--- config.mk ---
export PLATFORM = sky130hd
export DESIGN_NAME = game_mode_ctrl_flat
export DESIGN_NICKNAME = d
export VERILOG_FILES = /design/src/rtl/game_mode_if.sv /design/src/rtl/game_mode_ctrl.sv /design/src/flat_wrapper.sv
export SDC_FILE = /design/constraint.sdc
export NUM_CORES = 1
export LEC_CHECK = 0
export CORE_MARGIN = 5
export CORE_UTILIZATION = 42
export CTS_BUF_LIST = sky130_fd_sc_hd__clkbuf_2 sky130_fd_sc_hd__clkbuf_4 sky130_fd_sc_hd__clkbuf_8
export DETAILED_ROUTE_END_ITERATION = 10
export PLACE_DENSITY = 0.79
export SYNTH_ARGS = -nofsm -noshare
export SYNTH_HDL_FRONTEND = slang
export SYNTH_SLANG_ARGS = --single-unit
--- constraint.sdc ---
create_clock -name sys_clk -period 2.5 [get_ports sys_clk]
set_input_delay 0.5 -clock sys_clk [delete_from_list [all_inputs] [get_ports sys_clk]]
set_output_delay 0.5 -clock sys_clk [all_outputs]
set_load 0.03 [all_outputs]
--- src/rtl/game_mode_if.sv ---
// ---------------------------------------------------------------------------
// game_mode_if
//   Bundles the game sequencer's pulse inputs, character/camera inputs and
//   mode/time/Y outputs so they travel as one port.
//   Parameters:
//     PW  : unsigned physics/time width
//     SPW : signed coordinate width
//     CW  : camera level width
//   Modports:
//     slave  : used by game_mode_ctrl (pulses/levels in, mode/time/Y out)
//     master : used by whatever drives the sequencer (the opposite view)
// ---------------------------------------------------------------------------
interface game_mode_if #(
  parameter int PW  = 16,
  parameter int SPW = 17,
  parameter int CW  = 6
);
  logic                  char_tick;
  logic                  start_pulse;
  logic                  pause_pulse;
  logic                  up_pulse;
  logic                  down_pulse;
  logic                  dbg_sw;
  logic                  goal_reached;
  logic signed [SPW-1:0] char_pos_y;
  logic        [CW-1:0]  camera_y;

  logic        [1:0]     mode;
  logic                  char_tick_en;
  logic                  char_rst_req;
  logic        [PW-1:0]  game_time;
  logic signed [SPW-1:0] abs_char_y;

  modport slave (
    input  char_tick, start_pulse, pause_pulse, up_pulse, down_pulse,
           dbg_sw, goal_reached, char_pos_y, camera_y,
    output mode, char_tick_en, char_rst_req, game_time, abs_char_y
  );

  modport master (
    output char_tick, start_pulse, pause_pulse, up_pulse, down_pulse,
           dbg_sw, goal_reached, char_pos_y, camera_y,
    input  mode, char_tick_en, char_rst_req, game_time, abs_char_y
  );
endinterface

--- src/rtl/game_mode_ctrl.sv ---
// ---------------------------------------------------------------------------
// game_mode_ctrl
//   Top-level game sequencer. Runs the TITLE/PLAY/PAUSE/WIN mode FSM, gates
//   the character-physics tick so physics only advances in PLAY, counts
//   play time (saturating), issues a one-cycle character reset on game
//   start, and registers the Y coordinate that drives block_gen.
//
//   Optional feature (macro DEBUG_SCROLL_EN):
//     While paused with dbg_sw set, a debug camera Y stepped by up/down
//     pulses replaces the live character Y fed to block_gen. Without the
//     macro the debug path does not exist and up/down/dbg_sw/camera_y are
//     unused.
//
//   Ports:
//     sys_clk   : system clock
//     sys_rst_n : asynchronous active-low reset
//     gif       : game_mode_if.slave
//                 in : char_tick, start_pulse, pause_pulse, up_pulse,
//                      down_pulse, dbg_sw, goal_reached, char_pos_y, camera_y
//                 out: mode (registered), char_tick_en (combinational),
//                      char_rst_req (registered pulse), game_time,
//                      abs_char_y (registered)
// ---------------------------------------------------------------------------
module game_mode_ctrl #(
  parameter int PHY_WIDTH        = 16,
  parameter int SIGNED_PHY_WIDTH = PHY_WIDTH + 1,
  parameter int CAMERA_WIDTH     = 6,
  parameter int BLOCK_WIDTH      = 480,
  parameter int DEBUG_Y_INIT     = 10
) (
  input  logic         sys_clk,
  input  logic         sys_rst_n,
  game_mode_if.slave   gif
);

  localparam int PW  = PHY_WIDTH;
  localparam int SPW = SIGNED_PHY_WIDTH;

  localparam logic signed [SPW-1:0] Y_INIT = SPW'(DEBUG_Y_INIT);

  typedef enum logic [1:0] {
    TITLE = 2'd0,
    PLAY  = 2'd1,
    PAUSE = 2'd2,
    WIN   = 2'd3
  } mode_e;

  mode_e                 state;
  mode_e                 state_nxt;
  logic                  tick_en;
  logic                  start_game;
  logic                  enter_pause;
  logic                  char_rst_req_q;
  logic        [PW-1:0]  game_time_q;
  logic signed [SPW-1:0] abs_char_y_q;

  // -------------------------------------------------------------------------
  // FSM: state register
  // -------------------------------------------------------------------------
  // NOTE: sequential state uses non-blocking assignments so every register
  // samples pre-edge values regardless of process ordering.
  always_ff @(posedge sys_clk or negedge sys_rst_n) begin
    if (!sys_rst_n) state <= TITLE;
    else            state <= state_nxt;
  end

  // -------------------------------------------------------------------------
  // FSM: next-state logic
  // -------------------------------------------------------------------------
  // NOTE: the default assignment at the top keeps this block free of
  // inferred latches when no branch fires.
  always_comb begin
    state_nxt = state;
    unique case (state)
      TITLE: if (gif.start_pulse) state_nxt = PLAY;
      // Reaching the goal on a physics tick beats a simultaneous pause.
      PLAY: begin
        if (gif.goal_reached && gif.char_tick) state_nxt = WIN;
        else if (gif.pause_pulse)              state_nxt = PAUSE;
      end
      PAUSE: if (gif.pause_pulse) state_nxt = PLAY;
      WIN:   if (gif.start_pulse) state_nxt = TITLE;
      default: state_nxt = TITLE;
    endcase
  end

  // -------------------------------------------------------------------------
  // FSM: outputs and transition strobes
  // -------------------------------------------------------------------------
  always_comb begin
    tick_en          = gif.char_tick && (state == PLAY);
    start_game       = (state == TITLE) && gif.start_pulse;
    enter_pause      = (state == PLAY)  && (state_nxt == PAUSE);
    gif.mode         = state;
    gif.char_tick_en = tick_en;
    gif.char_rst_req = char_rst_req_q;
    gif.game_time    = game_time_q;
    gif.abs_char_y   = abs_char_y_q;
  end

  // Character reset request: one cycle after the TITLE->PLAY decision.
  always_ff @(posedge sys_clk or negedge sys_rst_n) begin
    if (!sys_rst_n) char_rst_req_q <= 1'b0;
    else            char_rst_req_q <= start_game;
  end

  // Play-time counter: cleared on game start, saturates instead of wrapping.
  always_ff @(posedge sys_clk or negedge sys_rst_n) begin
    if (!sys_rst_n) begin
      game_time_q <= '0;
    end else if (start_game) begin
      game_time_q <= '0;
    end else if (tick_en && (game_time_q != '1)) begin
      game_time_q <= game_time_q + PW'(1);
    end
  end

`ifdef DEBUG_SCROLL_EN
  localparam logic        [CAMERA_WIDTH-1:0] MAX_CAM = '1;
  localparam logic signed [SPW-1:0]          Y_STEP  = SPW'(BLOCK_WIDTH);

  logic                  dbg_active;
  logic signed [SPW-1:0] debug_y;

  assign dbg_active = (state == PAUSE) && gif.dbg_sw;

  // Debug camera Y. Restarts from the base value every time the game is
  // paused; up stops at the top camera level, down at camera level 0 snaps
  // back to the base value. Opposing presses in one cycle cancel.
  always_ff @(posedge sys_clk or negedge sys_rst_n) begin
    if (!sys_rst_n) begin
      debug_y <= Y_INIT;
    end else if (enter_pause) begin
      debug_y <= Y_INIT;
    end else if (dbg_active) begin
      if (gif.up_pulse && !gif.down_pulse) begin
        if (gif.camera_y < MAX_CAM) debug_y <= debug_y + Y_STEP;
      end else if (gif.down_pulse && !gif.up_pulse) begin
        debug_y <= (gif.camera_y == '0) ? Y_INIT : debug_y - Y_STEP;
      end
    end
  end
`else
  logic dbg_unused;
  assign dbg_unused = &{1'b0, gif.up_pulse, gif.down_pulse, gif.dbg_sw,
                        gif.camera_y, BLOCK_WIDTH[0]};
`endif

  // Y fed to block_gen, registered one cycle.
  always_ff @(posedge sys_clk or negedge sys_rst_n) begin
    if (!sys_rst_n) begin
      abs_char_y_q <= Y_INIT;
    end else begin
`ifdef DEBUG_SCROLL_EN
      abs_char_y_q <= dbg_active ? debug_y : gif.char_pos_y;
`else
      abs_char_y_q <= gif.char_pos_y;
`endif
    end
  end

endmodule
--- src/flat_wrapper.sv ---
// flat-port wrapper written by rule: the top's interface ports become plain ports
module game_mode_ctrl_flat 
#(
  parameter int PHY_WIDTH        = 16,
  parameter int SIGNED_PHY_WIDTH = PHY_WIDTH + 1,
  parameter int CAMERA_WIDTH     = 6,
  parameter int BLOCK_WIDTH      = 480,
  parameter int DEBUG_Y_INIT     = 10
)
  (sys_clk, sys_rst_n, gif_char_tick, gif_start_pulse, gif_pause_pulse, gif_up_pulse, gif_down_pulse, gif_dbg_sw, gif_goal_reached, gif_char_pos_y, gif_camera_y, gif_mode, gif_char_tick_en, gif_char_rst_req, gif_game_time, gif_abs_char_y);
  game_mode_if gif_i ();
  input  logic sys_clk;
  input  logic sys_rst_n;
  input wire logic [$bits(gif_i.char_tick)-1:0] gif_char_tick;
  input wire logic [$bits(gif_i.start_pulse)-1:0] gif_start_pulse;
  input wire logic [$bits(gif_i.pause_pulse)-1:0] gif_pause_pulse;
  input wire logic [$bits(gif_i.up_pulse)-1:0] gif_up_pulse;
  input wire logic [$bits(gif_i.down_pulse)-1:0] gif_down_pulse;
  input wire logic [$bits(gif_i.dbg_sw)-1:0] gif_dbg_sw;
  input wire logic [$bits(gif_i.goal_reached)-1:0] gif_goal_reached;
  input wire logic [$bits(gif_i.char_pos_y)-1:0] gif_char_pos_y;
  input wire logic [$bits(gif_i.camera_y)-1:0] gif_camera_y;
  output wire logic [$bits(gif_i.mode)-1:0] gif_mode;
  output wire logic [$bits(gif_i.char_tick_en)-1:0] gif_char_tick_en;
  output wire logic [$bits(gif_i.char_rst_req)-1:0] gif_char_rst_req;
  output wire logic [$bits(gif_i.game_time)-1:0] gif_game_time;
  output wire logic [$bits(gif_i.abs_char_y)-1:0] gif_abs_char_y;
  assign gif_i.char_tick = gif_char_tick;
  assign gif_i.start_pulse = gif_start_pulse;
  assign gif_i.pause_pulse = gif_pause_pulse;
  assign gif_i.up_pulse = gif_up_pulse;
  assign gif_i.down_pulse = gif_down_pulse;
  assign gif_i.dbg_sw = gif_dbg_sw;
  assign gif_i.goal_reached = gif_goal_reached;
  assign gif_i.char_pos_y = gif_char_pos_y;
  assign gif_i.camera_y = gif_camera_y;
  assign gif_mode = gif_i.mode;
  assign gif_char_tick_en = gif_i.char_tick_en;
  assign gif_char_rst_req = gif_i.char_rst_req;
  assign gif_game_time = gif_i.game_time;
  assign gif_abs_char_y = gif_i.abs_char_y;
  game_mode_ctrl #(.PHY_WIDTH(PHY_WIDTH), .SIGNED_PHY_WIDTH(SIGNED_PHY_WIDTH), .CAMERA_WIDTH(CAMERA_WIDTH), .BLOCK_WIDTH(BLOCK_WIDTH), .DEBUG_Y_INIT(DEBUG_Y_INIT)) u_core (.sys_clk(sys_clk), .sys_rst_n(sys_rst_n), .gif(gif_i));
endmodule
Word-level counts from Yosys, hierarchy flattened
Index checks and enable logic that the tools add are counted.
Word-level totals
  register bits: 36
  input bits: 32
  output and inout port bits: 37
Cells by class
  add/subtract/negate cells: 1
  equality and inequality tests: 8
  multiplexer cells: 8
  reduce and logical (&&, ||, !) cells: 7
Operator list (count)
  16-bit two-way mux: 2
  16-bit by 1-bit adder with 16-bit output, second input constant: 1
  16-bit != test, second input constant: 1
  2-bit two-way mux: 5
  2-bit case mux with 4 select lines: 1
  2-bit != test, second input constant: 3
  2-bit equality test, second input constant: 2
  1-bit logical AND: 4
  4-bit AND reduction: 1
  3-bit by 2-bit != test with 1-bit output, second input constant: 1
  2-bit by 1-bit equality test with 1-bit output, second input constant: 1
  2-bit zero test: 1
  2-bit nonzero test: 1

Longest topological paths before layout
  word-level depth: 5
  gate-level depth with buffers: 6
  depth with buffers taken out: 5

Worst setup path after synthesis
No wires, ideal clock.
  path kind: register to register
  start: register u_core.game_time_q[0] (netlist: u_core.gif.game_time[0])
  end: register u_core.game_time_q[10] (netlist: u_core.gif.game_time[10])
  setup time: 79 ps
  arrival: 1895 ps
  path slack: 526 ps
  stages on the path, launching flop included: 6
  clock period less this slack: 1974 ps
  path through: dfrtp_1 ha_1 nand2_1 or4_4 or4_1 a21oi_1
Between the ends
  word-level cells in the longest chain between the ends: 3
RTL lines
  start: declaration: line game_mode_ctrl.sv:54  | logic [PW-1:0] game_time_q;
  start signal: assignment: line game_mode_ctrl.sv:114  | game_time_q <= game_time_q + PW'(1);
  16-bit by 1-bit adder with 16-bit output / 16-bit != test (equally long branches): line game_mode_ctrl.sv:114, game_mode_ctrl.sv:113
  16-bit two-way mux / 1-bit logical AND (equally long branches): line game_mode_ctrl.sv:113  | end else if (tick_en && (game_time_q != '1)) begin
  16-bit two-way mux / 2-bit nonzero test (equally long branches)
Parallel ways exist; a longest one is shown, timed or not. The select of a mux whose other input is x is not followed.
A chain may end at the register's enable or synchronous reset.

Worst setup path after layout
  start: register u_core.state[1] (netlist: u_core.gif.mode[1])
  end: output gif_mode[1]
RTL lines
  start: declaration: line game_mode_ctrl.sv:48  | mode_e state;
  start signal: assignment: line game_mode_ctrl.sv:64  | else state <= state_nxt;
  end: declaration: line flat_wrapper.sv:23  | output wire logic [$bits(gif_i.mode)-1:0] gif_mode;
No word-level cell between the ends.

==> results by group <==
Synthesis
  – Seq/Total Area, Yosys: between 60 and 70%
  – Synth top cells by count: dfrtp_1 (34), nand2_1 (13), a21oi_1 (8), mux2i_1 (8), nand4_1 (6)
  – Synth area leaders: dfrtp_1 (57%), mux2i_1 (5.4%), dfstp_2 (3.5%)
  – Post-Synthesis Cells: 128
  – Most frequent cell after synthesis: dfrtp_1
  – Synth area leader: dfrtp_1
  – Yosys top cell area share: 57.2%
  – Synth warnings: 0
  – Avg Inst Size Synth: 11.6 um2
  – Synth unique cells: 34
  – Flops & latches, synth: 36
  – Mapped Area: 0.00149 mm2
  – Proportion of synthesized flip-flops having asynchronous set or reset: 100%
  – Ys flop type: dfrtp_1
  – Number of synthesized flops with an enable pin: 0
  – Total nets after synthesis: 161

Final layout
  – Fill count: ~260
  – Fraction of layout cells with a size suffix above 1: a little under a tenth
  – Number of inserted diodes: 0
  – Layout Nets: approximately 230
  – Area Growth Syn to Fin: 49.6%

Setup path
  – Crit-path slowest cell: clkdlybuf4s50_1
  – Critical path buffer and inverter count: 1
  – Worst-path fanout max: 8
  – WS Path Type: reg -> out
  – CP Cell Sequence: clkdlybuf4s50_1
  – CP delay by family, top: buffers and inverters
  – Worst Reg-to-Reg Cells: 5
  – CP max stage delay: ~0.7 ns
  – Crit path depth: 1
  – CP arrival: around 1.6 ns
  – CP Capture Type: output port
  – Startpoint Class: flop
  – CP Data Required Time: 2.00 ns

Clock tree
  – Clock Pin Slew Worst Setup and Hold Paths: roughly 0.11 ns
  – Post-CTS setup buffer count: 0
  – CTS Buf Count: 5
  – Max clock buf depth: 2
  – CTS tree: done
  – Htree depth: 2
  – Root Driver: clkbuf_4
  – Later-pin clock latency in the skew report: approximately 0.34 ns
  – Hold buffers post-CTS: 0
  – CTS Sinks: 36
  – Resized Gates After CTS: 0

STA
  – Fin crit period: between 2 and 2.5 ns
  – Achievable Freq: ~490 MHz
  – Slew Limit Fails: 0
  – RSZ-0062 raised after global routing: no
  – Slew margin rel.: between 60% and 70%
  – Fin Clk Skew: about 0.013 ns
  – Slew of the pin with the lowest slew margin: about 0.45 ns
  – Hold Fails Final Rpt: 0
  – Setup TNS: 0 ns
  – Final Cycle Share: between 80% and 90%
  – Final setup vio count: 0

Drt
  – DRT iter0 DRCs: 83
  – Routed wire length: about 3.6 mm
  – Detailed Routing Iterations Pass 1: 5
  – Vias per cell: between 5 and 6
  – Residual DRC: 0
  – Via count: between 1000 and 1500
  – Post-DR wirelength/cell: between 15 and 20 um
  – Remaining antenna violation count: 0

Floorplanning
  – Overall die height: just under 70 um
  – Die X: a little under 70 um
  – Initial core utilization: around 44%
  – Row cnt: 21
  – Core area: roughly 0.0034 mm2
  – Die area: 0.00483 mm2
  – I/O pin cnt: a little under 70

Run status
  – Status: complete, no violations

Placement
  – HPWL Detailed: around 2.8 mm
  – Buffers on Ports: 59
  – Final Wtd Congestion: between 0.8 and 0.9

GRT
  – Vias in the first global route: roughly 1300
  – Total track usage: roughly 16%
  – Initial antenna violation count: 0
  – GRT overflow: 0
  – Largest net degree at the start of global routing: 37
  – First-pass GRT wire length: 6.19 mm

Power
  – Cell leakage power: slightly below 1 nW
  – Power density cells: about 710 mW/mm2
  – Max IR drop VDD: slightly below 0.0006 V
  – PnR Total Power: roughly 1.6 mW

Flow run
  – Max cap viols: 0

Hold path
  – Min-Delay Path Class: reg -> reg
  – Cells on Worst Hold Path: 1
-- final timing paths --
check                                   startpoint                  endpoint  slack (ns)
max reg2reg                u_core.gif.game_time[0]  u_core.gif.game_time[10]        0.57
min                        u_core.gif.game_time[5]   u_core.gif.game_time[5]        0.54
max                             u_core.gif.mode[1]               gif_mode[1]        0.45
min in group asynchronous                sys_rst_n  u_core.gif.game_time[11]        0.57
max in group asynchronous                sys_rst_n  u_core.gif.abs_char_y[3]        1.59
min reg2reg                u_core.gif.game_time[5]   u_core.gif.game_time[5]        0.54
-- through the flow --
step | instances | hold slack [ns] | setup WS [ns] | area (um2) | util, %
final | 241 | 0.542 | 0.447 | 2220 | 65.6
after detailed placement | 233 | 0.528 | 0.124 | 2140 | 63.2
after global placement | 233 | 0.510 | 0.164 | 2140 | 63.2
after global routing | 241 | 0.525 | 0.366 | 2220 | 65.6
after CTS | 241 | 0.543 | 0.440 | 2220 | 65.6
after floorplan | 128 | 0.204 | 0.526 | 1490 | -
-- metal layers --
metal	global-route usage, %	share of wire (%)
met1	19.0	41
met2	27.8	54
met3	3.04	3.3
met4	7.16	1.5
met5	0	0
-- registers in the layout, indices dropped and copies added, names as in the netlist --
signal                   cells
u_core.gif.game_time        16
u_core.gif.char_rst_req      1
u_core.gif.abs_char_y       17
u_core.gif.mode              2
-- cell type report --
cell class              instances  area [um2]  share of cell area (%)
flip-flops and latches         36         903                    40.6
repair buffers                 62         611                    27.5
multi-input cells              84         553                    24.9
well taps                      46        57.6                    2.59
clock buffers                   6        45.0                    2.03
clock inverters                 2        35.0                    1.58
inverters                       5        18.8                   0.844
-- cell usage in the layout, fill, tap and decap left out, drive strengths merged, types with 2 or more instances in the layout --
cell type,instances
mux2i,8
and3,6
or4,2
clkinv,2
nand4,6
a211oi,5
nor3,4
and4,4
dfstp,2
a21oi,8
inv,4
clkdlybuf4s50,58
buf,4
nand2b,2
o21ai,4
clkbuf,6
nand2,13
nand3,4
dfrtp,34
nor2,4
-- power by group --
group	internal (mW)	leakage, nW	switching [mW]
sequential	0.637	0.454	0.0627
combinational	0.202	0.469	0.256
clock	0.221	0.0456	0.193
total	1.06	0.969	0.512
-- kinds of logic after synthesis --
logic type	after synthesis	synth area share, %
compound gates	26	11.5
simple gates	49	19.4
buf+inv	8	2.02
mux	8	5.39
fa+ha+maj	1	0.842
flops	36	60.8
No activity file was read; power rests on OpenSTA's default activity.
